## config.mk

```make
export PLATFORM = sky130hd
export DESIGN_NAME = envelope_vca
export DESIGN_NICKNAME = d
export VERILOG_FILES = /design/src/rtl/envelope_vca_pkg.sv /design/src/rtl/envelope_vca_vca_mult.sv /design/src/rtl/envelope_vca.sv
export SDC_FILE = /design/constraint.sdc
export NUM_CORES = 1
export LEC_CHECK = 0
export CORE_ASPECT_RATIO = 0.9
export CORE_MARGIN = 2
export CORE_UTILIZATION = 50
export CTS_CLUSTER_DIAMETER = 200
export DETAILED_ROUTE_END_ITERATION = 10
export PLACE_DENSITY = 0.7
export SLEW_MARGIN = 5
export SYNTH_ARGS = -nofsm -noshare
export SYNTH_HDL_FRONTEND = slang
export SYNTH_SLANG_ARGS = --single-unit
export TNS_END_PERCENT = 100
```

## constraint.sdc

```tcl
create_clock -name sample_clock -period 11.8 [get_ports sample_clock]
set_input_delay 3.54 -clock sample_clock [delete_from_list [all_inputs] [get_ports sample_clock]]
set_output_delay 3.54 -clock sample_clock [all_outputs]
set_load 0.1 [all_outputs]
```

## src/rtl/envelope_vca_pkg.sv

```systemverilog
// Shared audio definitions for the per-voice amplitude stage: envelope
// state encoding and default sample width.
package envelope_vca_pkg;

    typedef enum logic [2:0] {
        ENV_IDLE    = 3'd0,
        ENV_ATTACK  = 3'd1,
        ENV_DECAY   = 3'd2,
        ENV_SUSTAIN = 3'd3,
        ENV_RELEASE = 3'd4
    } env_state_t;

    localparam int AUDIO_BITDEPTH = 14;
    localparam logic [AUDIO_BITDEPTH-1:0] AUDIO_MIDPOINT =
        {1'b1, {(AUDIO_BITDEPTH-1){1'b0}}};

endpackage

```

## src/rtl/envelope_vca_vca_mult.sv

```systemverilog
// Two-stage VCA: re-centre the unsigned oscillator sample, then scale it by
// an 8-bit gain as a fraction of 256 (no rounding).
module vca_mult
    import envelope_vca_pkg::*;
#(
    parameter int BITDEPTH = AUDIO_BITDEPTH
) (
    input  logic                i_clk,
    input  logic                i_rst_n,
    input  logic [BITDEPTH-1:0] i_osc,
    input  logic [7:0]          i_gain,
    output logic [BITDEPTH-1:0] o_audio
);

    localparam logic [BITDEPTH-1:0] MIDPOINT = {1'b1, {(BITDEPTH-1){1'b0}}};

    logic signed [BITDEPTH-1:0] r_c;
    logic        [7:0]          r_g;
    logic signed [BITDEPTH+7:0] w_prod;
    logic                       w_unused_frac;

    // Gain is zero-extended so the product stays signed; BITDEPTH+8 bits
    // holds the worst case of -2^(BITDEPTH-1) * 255.
    assign w_prod = $signed({{8{r_c[BITDEPTH-1]}}, r_c}) *
                    $signed({{BITDEPTH{1'b0}}, r_g});
    assign w_unused_frac = ^w_prod[7:0];

    always_ff @(posedge i_clk or negedge i_rst_n) begin
        if (!i_rst_n) begin
            r_c     <= '0;
            r_g     <= '0;
            o_audio <= '0;
        end else begin
            r_c     <= $signed(i_osc - MIDPOINT);
            r_g     <= i_gain;
            o_audio <= w_prod[BITDEPTH+7:8];
        end
    end

endmodule

```

## src/rtl/envelope_vca.sv

```systemverilog
// Per-voice ADSR envelope generator driving a pipelined VCA; one envelope
// step and one output sample per sample_clock edge.
module envelope_vca
    import envelope_vca_pkg::*;
#(
    parameter int BITDEPTH = AUDIO_BITDEPTH,
    parameter int ENV_W    = 16
) (
    input  logic                sample_clock,
    input  logic                rst_n,
    input  logic                gate,
    input  logic [7:0]          attack_rate,
    input  logic [7:0]          decay_rate,
    input  logic [7:0]          sustain_level,
    input  logic [7:0]          release_rate,
    input  logic [BITDEPTH-1:0] osc_in,
    output logic [BITDEPTH-1:0] audio_out,
    output logic [7:0]          env_level,
    output logic                active
);

    localparam logic [ENV_W:0] ENV_MAX_X = {1'b0, {ENV_W{1'b1}}};

    env_state_t       r_state;
    env_state_t       w_state_next;
    logic [ENV_W-1:0] r_env;
    logic [ENV_W-1:0] w_env_next;
    logic             r_gate_d;
    logic             w_rise;
    logic [ENV_W-1:0] w_target;
    logic [ENV_W-1:0] w_rel_rate;
    logic [ENV_W:0]   w_sum;
    logic [ENV_W:0]   w_dec;

    assign w_rise     = gate & ~r_gate_d;
    assign w_target   = {sustain_level, {(ENV_W-8){1'b0}}};
    assign w_rel_rate = {{(ENV_W-8){1'b0}}, release_rate};
    assign w_sum      = {1'b0, r_env} + {{(ENV_W-7){1'b0}}, attack_rate};
    assign w_dec      = {1'b0, r_env} - {{(ENV_W-7){1'b0}}, decay_rate};

    always_ff @(posedge sample_clock or negedge rst_n) begin
        if (!rst_n) begin
            r_state  <= ENV_IDLE;
            r_env    <= '0;
            r_gate_d <= 1'b0;
        end else begin
            r_state  <= w_state_next;
            r_env    <= w_env_next;
            r_gate_d <= gate;
        end
    end

    // Retrigger keeps the current level; gate-off applies the release step
    // on the same clock it is seen.
    always_comb begin
        w_state_next = r_state;
        w_env_next   = r_env;
        if (w_rise) begin
            w_state_next = ENV_ATTACK;
        end else if (r_state == ENV_RELEASE || (!gate && r_state != ENV_IDLE)) begin
            if (r_env <= w_rel_rate) begin
                w_env_next   = '0;
                w_state_next = ENV_IDLE;
            end else begin
                w_env_next   = r_env - w_rel_rate;
                w_state_next = ENV_RELEASE;
            end
        end else begin
            case (r_state)
                ENV_IDLE: w_env_next = '0;
                ENV_ATTACK: begin
                    if (w_sum >= ENV_MAX_X) begin
                        w_env_next   = ENV_MAX_X[ENV_W-1:0];
                        w_state_next = ENV_DECAY;
                    end else begin
                        w_env_next = w_sum[ENV_W-1:0];
                    end
                end
                ENV_DECAY: begin
                    if ($signed(w_dec) <= $signed({1'b0, w_target})) begin
                        w_env_next   = w_target;
                        w_state_next = ENV_SUSTAIN;
                    end else begin
                        w_env_next = w_dec[ENV_W-1:0];
                    end
                end
                ENV_SUSTAIN: w_env_next = w_target;
                default: begin
                    w_env_next   = '0;
                    w_state_next = ENV_IDLE;
                end
            endcase
        end
    end

    always_comb begin
        env_level = r_env[ENV_W-1 -: 8];
        active    = (r_state != ENV_IDLE);
    end

    vca_mult #(
        .BITDEPTH(BITDEPTH)
    ) u_vca (
        .i_clk  (sample_clock),
        .i_rst_n(rst_n),
        .i_osc  (osc_in),
        .i_gain (env_level),
        .o_audio(audio_out)
    );

endmodule

```

* Word-level counts from Yosys, hierarchy flattened
Index checks and enable logic that the tools add are counted.
** Word-level totals
- Flip-flop bits (word level) :: 56
- Bits of input ports :: 49
- Output and inout bits :: 23
- Word-level logic and storage cells :: 41
** Operators by class
- $add $sub $neg :: 4
- $mul :: 1
- Magnitude comparators :: 3
- Eq/ne operators :: 7
- Multiplexer cells :: 11
- Bitwise logic cells :: 2
- Reduce and logical (&&, ||, !) cells :: 7
** Operator list (count)
- $mux W16 :: 4
- $pmux W16 S3 :: 1
- $mul A14 B9 Y22 :: 1
- $add A16 B8 Y17 :: 1
- $ge A17 B16 Y1 const B :: 1
- $le A17 B17 Y1 :: 1
- $sub A16 B8 Y17 :: 1
- $le A16 B8 Y1 :: 1
- $sub A16 B8 Y16 :: 1
- $mux W3 :: 5
- $sub A14 B14 Y14 const B :: 1
- $pmux W3 S3 :: 1
- $ne A4 B4 Y1 const B :: 2
- $eq A3 B2 Y1 const B :: 2
- $eq A3 B1 Y1 const B :: 1
- $eq A3 B3 Y1 const B :: 1
- $logic_not A3 Y1 :: 1
- $ne A3 B1 Y1 const B :: 1
- $reduce_and A3 Y1 :: 1
- $reduce_bool A3 Y1 :: 1
- $reduce_or A2 Y1 :: 1
- $and A1 B1 Y1 :: 1
- $logic_and A1 B1 Y1 :: 1
- $logic_not A1 Y1 :: 1
- 2 further kinds :: 2

* Longest topological paths before layout
Gate-level depths: netlist of the first run.
- Depth after elaboration :: 6
- Depth in mapped cells :: 19
- Gate-level depth less buffers :: 18

* By module
A second synthesis of the first run with hierarchy kept.
** Second synthesis, totals
- Cells, all modules :: 888
- Area, all modules :: 7860.0 µm²
** By module, submodules not included
- vca_mult :: instances 1, cells an instance 459, area an instance 4642.0 µm²
- envelope_vca :: instances 1, cells an instance 429, area an instance 3218.1 µm²

* Worst setup path before layout of the first run
No wires, ideal clock.
- Path type :: input -> register
- Start :: input decay_rate[4]
- End :: register r_env[13]
- Arrival time :: 6.620 ns
- Setup slack :: 5.051 ns
- Cell stages on the path :: 16
- Cells stage by stage :: inv_1 ha_1 a21o_1 nor3_1 a31oi_1 and2_1 or3_1 xnor2_1 ha_1 and3_1 nand3_1 nor4_1 nand4_1 nand3_2 o32ai_1 a2111o_1
** Between the ends
- Word-level cells in the longest chain between the ends :: 5
** RTL lines
- start: declaration :: line envelope_vca.sv:13 : input logic [7:0] decay_rate,
- $sub A16 B8 Y17 * :: line envelope_vca.sv:39 : assign w_dec = {1'b0, r_env} - {{(ENV_W-7){1'b0}}, decay_rate};
- $le A17 B17 Y1 :: line envelope_vca.sv:80 : if ($signed(w_dec) <= $signed({1'b0, w_target})) begin
- $mux W16 * :: line envelope_vca.sv:80
- $pmux W16 S3 * :: line envelope_vca.sv:69 : case (r_state)
- $mux W16 * :: line envelope_vca.sv:60 : end else if (r_state == ENV_RELEASE || (!gate && r_state != ENV_IDLE)) begin
- end signal: assignment :: line envelope_vca.sv:48 : r_env <= w_env_next;
- end: declaration :: line envelope_vca.sv:26 : logic [ENV_W-1:0] r_env;
Mark *: on every way between the ends. The rest lies on a longest branch, timed or not.
A chain may end at the register's enable or synchronous reset.

* Worst setup path after layout of the first run
- Start :: input decay_rate[0]
- End :: register r_env[13]
Same word-level chain as after synthesis.

==> flow_metrics.tcl, run 1 <==
set metrics [dict create \
    hold_buffers 0 \
    synthAdderAreaFrac_pct 35.3 \
    rsz0062_at_grt "no" \
    hold_viol 0 \
    cts_buffer_depth 2 \
    p_leak_nw 4.26 \
    post_cts_buffers 0 \
    portBuffers 71 \
    grt.busiest_layer "met2" \
    place_area_um2 8460 \
    met2_usage_pct 40.7 \
    ant_nets 0 \
    pre_cts_ws_ps 4210 \
    p_total_mw 2.56 \
    die_height_um 121 \
    cp-start-kind "input port" \
    worst_pin_slew_ps 1010 \
    grt_usage_pct 24.2 \
    crit_path_end_kind "flop" \
    wire_per_inst_um 16.8 \
    yosysSeqAreaShare_pct 18.4 \
    fill_cells 1366 \
    cts_root_buffer "clkbuf_16" \
    crit_family "compound AO/OA/AOI/OAI gates" \
    cp_slowest_cell "clkdlybuf4s50_1" \
    whs_ps 554 \
    fin_area_um2 8610 \
    status "completed" \
    synth_top_family_by_area "adder cells" \
    slew_violations 0 \
    grtUsageMet1_pct 32.5 \
    power_density_nw_per_um2 297 \
    hold_class "flop to flop" \
    crit_fanout 5 \
    chipWidth_um 134 \
    synth_top_area_cell "fa_1" \
    antenna_found_initial 0 \
    dr.pass1.iters 5 \
    start_util_pct 51.5 \
    grt_pass1_vias 6215 \
    syn-cell-area_um2 7630 \
    wl_um 18500 \
    vias 6115 \
    cts_buffers 5 \
    gr-usage-met3_pct 2.76 \
    finalWeightedCongestion 0.945 \
    clkSinkCount 56 \
    dp.cells 1096 \
    synth_ff_type "dfrtp_1" \
    yosysTopAreaCellShare_pct 23.6 \
    drc 0 \
    io-pin-count 72 \
    rows 42 \
    first_iter_violations 518 \
    period_minus_slack_ps 7290 \
    drive_gt1_share_pct 3.42 \
    synth_edf_count 0 \
    clk_pin_slew_ps 80 \
    core_area_um2 14800 \
    gr-total-overflow 0 \
    tritoncts "yes" \
    area_growth_pct 12.9 \
    clk_latency_ps 310 \
    vdd_ir_drop_max_v 0.000198 \
    final_nets 1115 \
    postLayoutCoreUtil_pct 58.1 \
    async_flop_share_pct 100 \
    yosys.area_share.simple_pct 18.3 \
    ys_types 75 \
    final_cells 1104 \
    ys_top_cells_by_area "fa_1, dfrtp_1, ha_1" \
    max_freq_mhz 137 \
    syn-num-nets 1060 \
    grt_pass1_wl_um 30900 \
    synth_xor_area_share_pct 4.94 \
    cts_resized 0 \
    slowest_delay_ps 460 \
    netlist_instances 850 \
    synth-seq-cells 56 \
    n_antenna_cell 0 \
    period_share_pct 61.8 \
    yosys-mux-area-fraction_pct 0.262 \
    path_cells "clkdlybuf4s50_1 -> ha_1 -> inv_1 -> fa_1 -> a21o_1 -> a22oi_1 -> a21oi_1 -> nor3_1 -> xnor2_1 -> ha_1 -> o21a_1 -> o21ai_0 -> a31oi_1 -> o221ai_2 -> a41oi_1 -> nor3_2 -> a2111o_1" \
    worstPathRequired_ps 12000 \
    crit_type "input port to flop" \
    grt_max_degree 57 \
    vias_per_cell 5.54 \
    synth.avg_cell_area_um2 8.98 \
    cp_common_cell "ha_1" \
    place_hpwl_um 14700 \
    maxCapViolCount 0 \
    ys.warnings.count 0 \
    finalClockSkew_ps 11.3 \
    crit_buf_inv 2 \
    die_area_um2 16300 \
    htreeDepth 2 \
    fin_tns_setup_ps 0 \
    synth-compound-area-share_pct 13.4 \
    slew_headroom_pct 32.2 \
    layout_setup_ws_ps 4510 \
    setup_violations 0 \
    cp_data_arrival_time_ps 7490 \
]
==> Yosys cell counts (5+ instances only) <==
cell type	count
inv_1	154
fa_1	90
nand2_1	76
ha_1	71
and2_1	66
dfrtp_1	56
xnor2_1	33
nor2_1	32
a21oi_1	26
o21ai_0	23
nand3_1	20
nor3_1	18
clkbuf_1	14
a31oi_1	12
a21o_1	11
nand4_1	11
xor2_1	10
buf_4	9
a211oi_1	7
a22oi_1	7
nor2b_1	7
or3_1	7
o21a_1	6
nand2b_1	5
o221ai_1	5
==> worst reg2reg max path: cells and delay by family (launching register included) <==
family                     cells  cell delay, ps
and+or+nand+nor                3             520
adders and majority gates      5            2290
buffers and inverters          3             180
AOI/OAI and AO/OA              5            1390
xor gates and xnor gates       1             120
DFF                            1             690
==> cell type report <==
cell class | instances | area, µm² | area share, %
clock buffers | 5 | 125 | 1.45
clock inverters | 3 | 25.0 | 0.291
inverters | 155 | 582 | 6.76
multi-input cells | 614 | 5510 | 64.0
flip-flops and latches | 56 | 1400 | 16.3
well taps | 198 | 248 | 2.88
repair buffers | 73 | 721 | 8.37
==> registers in the layout (all words and copies together), names as in the netlist <==
register / flops
u_vca.r_c: 14
r_gate_d: 1
u_vca.o_audio: 14
r_state: 3
r_env: 16
u_vca.r_g: 8
==> layer usage <==
layer	vias to the layer above	part of all wire [%]	wire length (µm)
met5	-	0	0
met4	0	2.8	520
met3	32	4.4	812
met2	165	48	8830
met1	3003	45	8360
li1	2915	-	-
==> layout by cell type, fill, tap and decap left out, drive strengths merged, types with 3 or more instances in the layout <==
master | netlist | routed
nand4 | 11 | 11
and2 | 66 | 66
nand3 | 21 | 21
nor4 | 3 | 3
clkbuf | 14 | 5
a21oi | 26 | 26
o31ai | 4 | 4
xor2 | 10 | 10
a22oi | 7 | 7
o21bai | 3 | 3
a21o | 11 | 11
o21a | 6 | 6
nor3 | 20 | 20
dfrtp | 56 | 56
o221ai | 6 | 6
nor2b | 7 | 7
fa | 90 | 90
xnor2 | 33 | 33
inv | 154 | 156
buf | 11 | 3
or3 | 7 | 7
nand2 | 77 | 77
ha | 71 | 71
a211oi | 7 | 7
and3 | 3 | 3
a31oi | 13 | 13
nand4b | 4 | 4
nor2 | 33 | 33
clkdlybuf4s50 | 0 | 70
o21ai | 28 | 28
nand2b | 5 | 5
or2 | 4 | 4
==> worst paths after layout <==
| kind | start | endpoint | slack, ps | cells past startpoint |
|---|---|---|---|---|
| hold / removal | r_env[14] | u_vca.r_g[6] | 550 | 0 |
| max in group asynchronous | rst_n | u_vca.o_audio[1] | 7930 | 2 |
| hold reg to reg | r_env[14] | u_vca.r_g[6] | 550 | 0 |
| setup / recovery | decay_rate[0] | r_env[13] | 4510 | 17 |
| setup reg to reg | u_vca.r_g[2] | u_vca.o_audio[13] | 6540 | 17 |
| min in group asynchronous | rst_n | u_vca.o_audio[7] | 3360 | 2 |
==> cells by family after synthesis <==
logic type | Yosys count
buffers and inverters | 180
flip-flops | 56
multiplexers | 2
XOR/XNOR | 43
AO/OA/AOI/OAI | 142
AND/OR/NAND/NOR | 266
adder cells (fa/ha/maj) | 161
==> power breakdown <==
part | internal, mW | switching [mW] | total (mW)
clock network | 0.0806 | 0.0795 | 0.160
registers | 0.262 | 0.123 | 0.386
logic | 0.793 | 1.22 | 2.02
total | 1.14 | 1.43 | 2.56
(Power assumes the default switching activity.)
==> run 2, diff against run 1 <==
==> constraint.sdc (replaced) <==
create_clock -name sample_clock -period 7.2 [get_ports sample_clock]
set_input_delay 2.16 -clock sample_clock [delete_from_list [all_inputs] [get_ports sample_clock]]
set_output_delay 2.16 -clock sample_clock [all_outputs]
set_load 0.1 [all_outputs]
==> run 2 against run 1 <==
Worst hold slack gained 13 ps. Highest routed layer unchanged. Setup slack lost 3300 ps. Largest cell class unchanged. Total power grew 65%. Critical path type unchanged.
==> flow_metrics.tcl, run 2 (same netlist as run 1, synthesis figures left out) <==
set metrics [dict create \
    max_freq_mhz 167 \
    cts_buffer_depth 2 \
    dp.cells 1096 \
    grt_usage_pct 24.3 \
    slowest_delay_ps 460 \
    path_cells "clkdlybuf4s50_1 -> inv_1 -> ha_1 -> a21o_1 -> nor3_1 -> a31oi_1 -> and2_1 -> or3_1 -> xnor2_1 -> ha_1 -> nor2b_1 -> o31ai_1 -> a31oi_1 -> o221ai_2 -> a41oi_1 -> nor3_2 -> a2111o_1" \
    top_regs "r_env: 16 flops, u_vca.o_audio: 14 flops, u_vca.r_c: 14 flops" \
    cts_resized 0 \
    htreeDepth 2 \
    io-pin-count 72 \
    final_common_cell "inv_1" \
    slew_violations 0 \
    tritoncts "yes" \
    portBuffers 71 \
    antenna_found_initial 0 \
    drive_gt1_share_pct 3.42 \
    worstPathRequired_ps 7400 \
    core_area_um2 14800 \
    chipWidth_um 134 \
    dr.pass1.iters 5 \
    grtUsageMet1_pct 32.6 \
    die_height_um 121 \
    fill_cells 1341 \
    clk_latency_ps 310 \
    grt_pass1_vias 6286 \
    hold_viol 0 \
    drc 0 \
    fin_tns_setup_ps 0 \
    period_share_pct 83.3 \
    layout_common_cells "inv_1, fa_1, nand2_1" \
    ant_nets 0 \
    met2_usage_pct 41.3 \
    rsz0062_at_grt "no" \
    cp-start-kind "input port" \
    slew_headroom_pct 32.4 \
    gr-usage-met3_pct 3.47 \
    reg2reg_setup_slack_ps 1940 \
    hold_class "flop to flop" \
    maxCapViolCount 0 \
    first_iter_violations 587 \
    wl_um 18500 \
    hold_buffers 0 \
    cp_slowest_cell "clkdlybuf4s50_1" \
    p_total_mw 4.22 \
    setup_violations 0 \
    cts_buffers 5 \
    area_growth_pct 12.9 \
    vdd_ir_drop_max_v 0.000306 \
    place_hpwl_um 14700 \
    post_cts_buffers 0 \
    crit_type "input port to flop" \
    finalWeightedCongestion 0.945 \
    status "completed" \
    clk_pin_slew_ps 80 \
    grt_pass1_wl_um 31100 \
    crit_path_end_kind "flop" \
    crit_fanout 6 \
    wire_per_inst_um 16.8 \
    grt_max_degree 57 \
    final_cells 1104 \
    grt.busiest_layer "met2" \
    final_nets 1115 \
    fin_area_um2 8610 \
    period_minus_slack_ps 6000 \
    power_density_nw_per_um2 490 \
    rows 42 \
    start_util_pct 51.5 \
    largest_reg_flops 16 \
    worst_pin_slew_ps 1010 \
    clkSinkCount 56 \
    cts_root_buffer "clkbuf_16" \
    finalClockSkew_ps 12.0 \
    place_area_um2 8460 \
    die_area_um2 16300 \
    cp_data_arrival_time_ps 6190 \
    regMostFlops "r_env" \
    n_antenna_cell 0 \
    gr-total-overflow 0 \
    p_leak_nw 4.26 \
    vias_per_cell 5.54 \
    vias 6118 \
]
## run 2: per-stage QoR
| step | hold WS [ps] | utilization, % | worst slack [ps] |
|---|---|---|---|
| after floorplan | 370 | - | 1830 |
| after global placement | 537 | 57.1 | 1070 |
| after detailed placement | 542 | 57.1 | 950 |
| after CTS | 555 | 58.1 | 1270 |
| after global routing | 574 | 58.1 | 960 |
| final | 567 | 58.1 | 1210 |
## run 2: final timing paths
path                               startpoint                end  cells past startpoint
worst max-delay path            decay_rate[4]          r_env[13]                     17
worst min-delay path                r_env[14]       u_vca.r_g[6]                      0
worst max register to register   u_vca.r_g[2]  u_vca.o_audio[13]                     17
worst min register to register      r_env[14]       u_vca.r_g[6]                      0
max in group asynchronous               rst_n          r_env[15]                      2
min in group asynchronous               rst_n   u_vca.o_audio[9]                      2
## run 2: critical path, delay by kind of cell
kind / cells / cell delay (ps)
buf+inv: 2 / 500
compound gates: 7 / 1680
xor+xnor: 1 / 170
simple gates: 5 / 1000
fa+ha+maj: 2 / 680
## run 2: power by group
| part | internal, mW | total (mW) | switching (mW) |
|---|---|---|---|
| logic | 1.30 | 3.32 | 2.01 |
| clock network | 0.132 | 0.268 | 0.136 |
| registers | 0.429 | 0.633 | 0.203 |
| total | 1.86 | 4.22 | 2.35 |
## run 2: metal layers
layer / up-vias / part of all wire (%)
met3: 26 / 5.0
met2: 178 / 48
met4: 0 / 1.7
met1: 3003 / 45
li1: 2911 / -
met5: - / 0
## run 2: final cells by class
type / count / area, µm² / area share (%)
multi-input cells: 614 / 5510 / 64.0
flip-flops and latches: 56 / 1400 / 16.3
repair buffers: 73 / 721 / 8.37
inverters: 155 / 582 / 6.76
well taps: 198 / 248 / 2.88
clock buffers: 5 / 125 / 1.45
clock inverters: 3 / 25.0 / 0.291
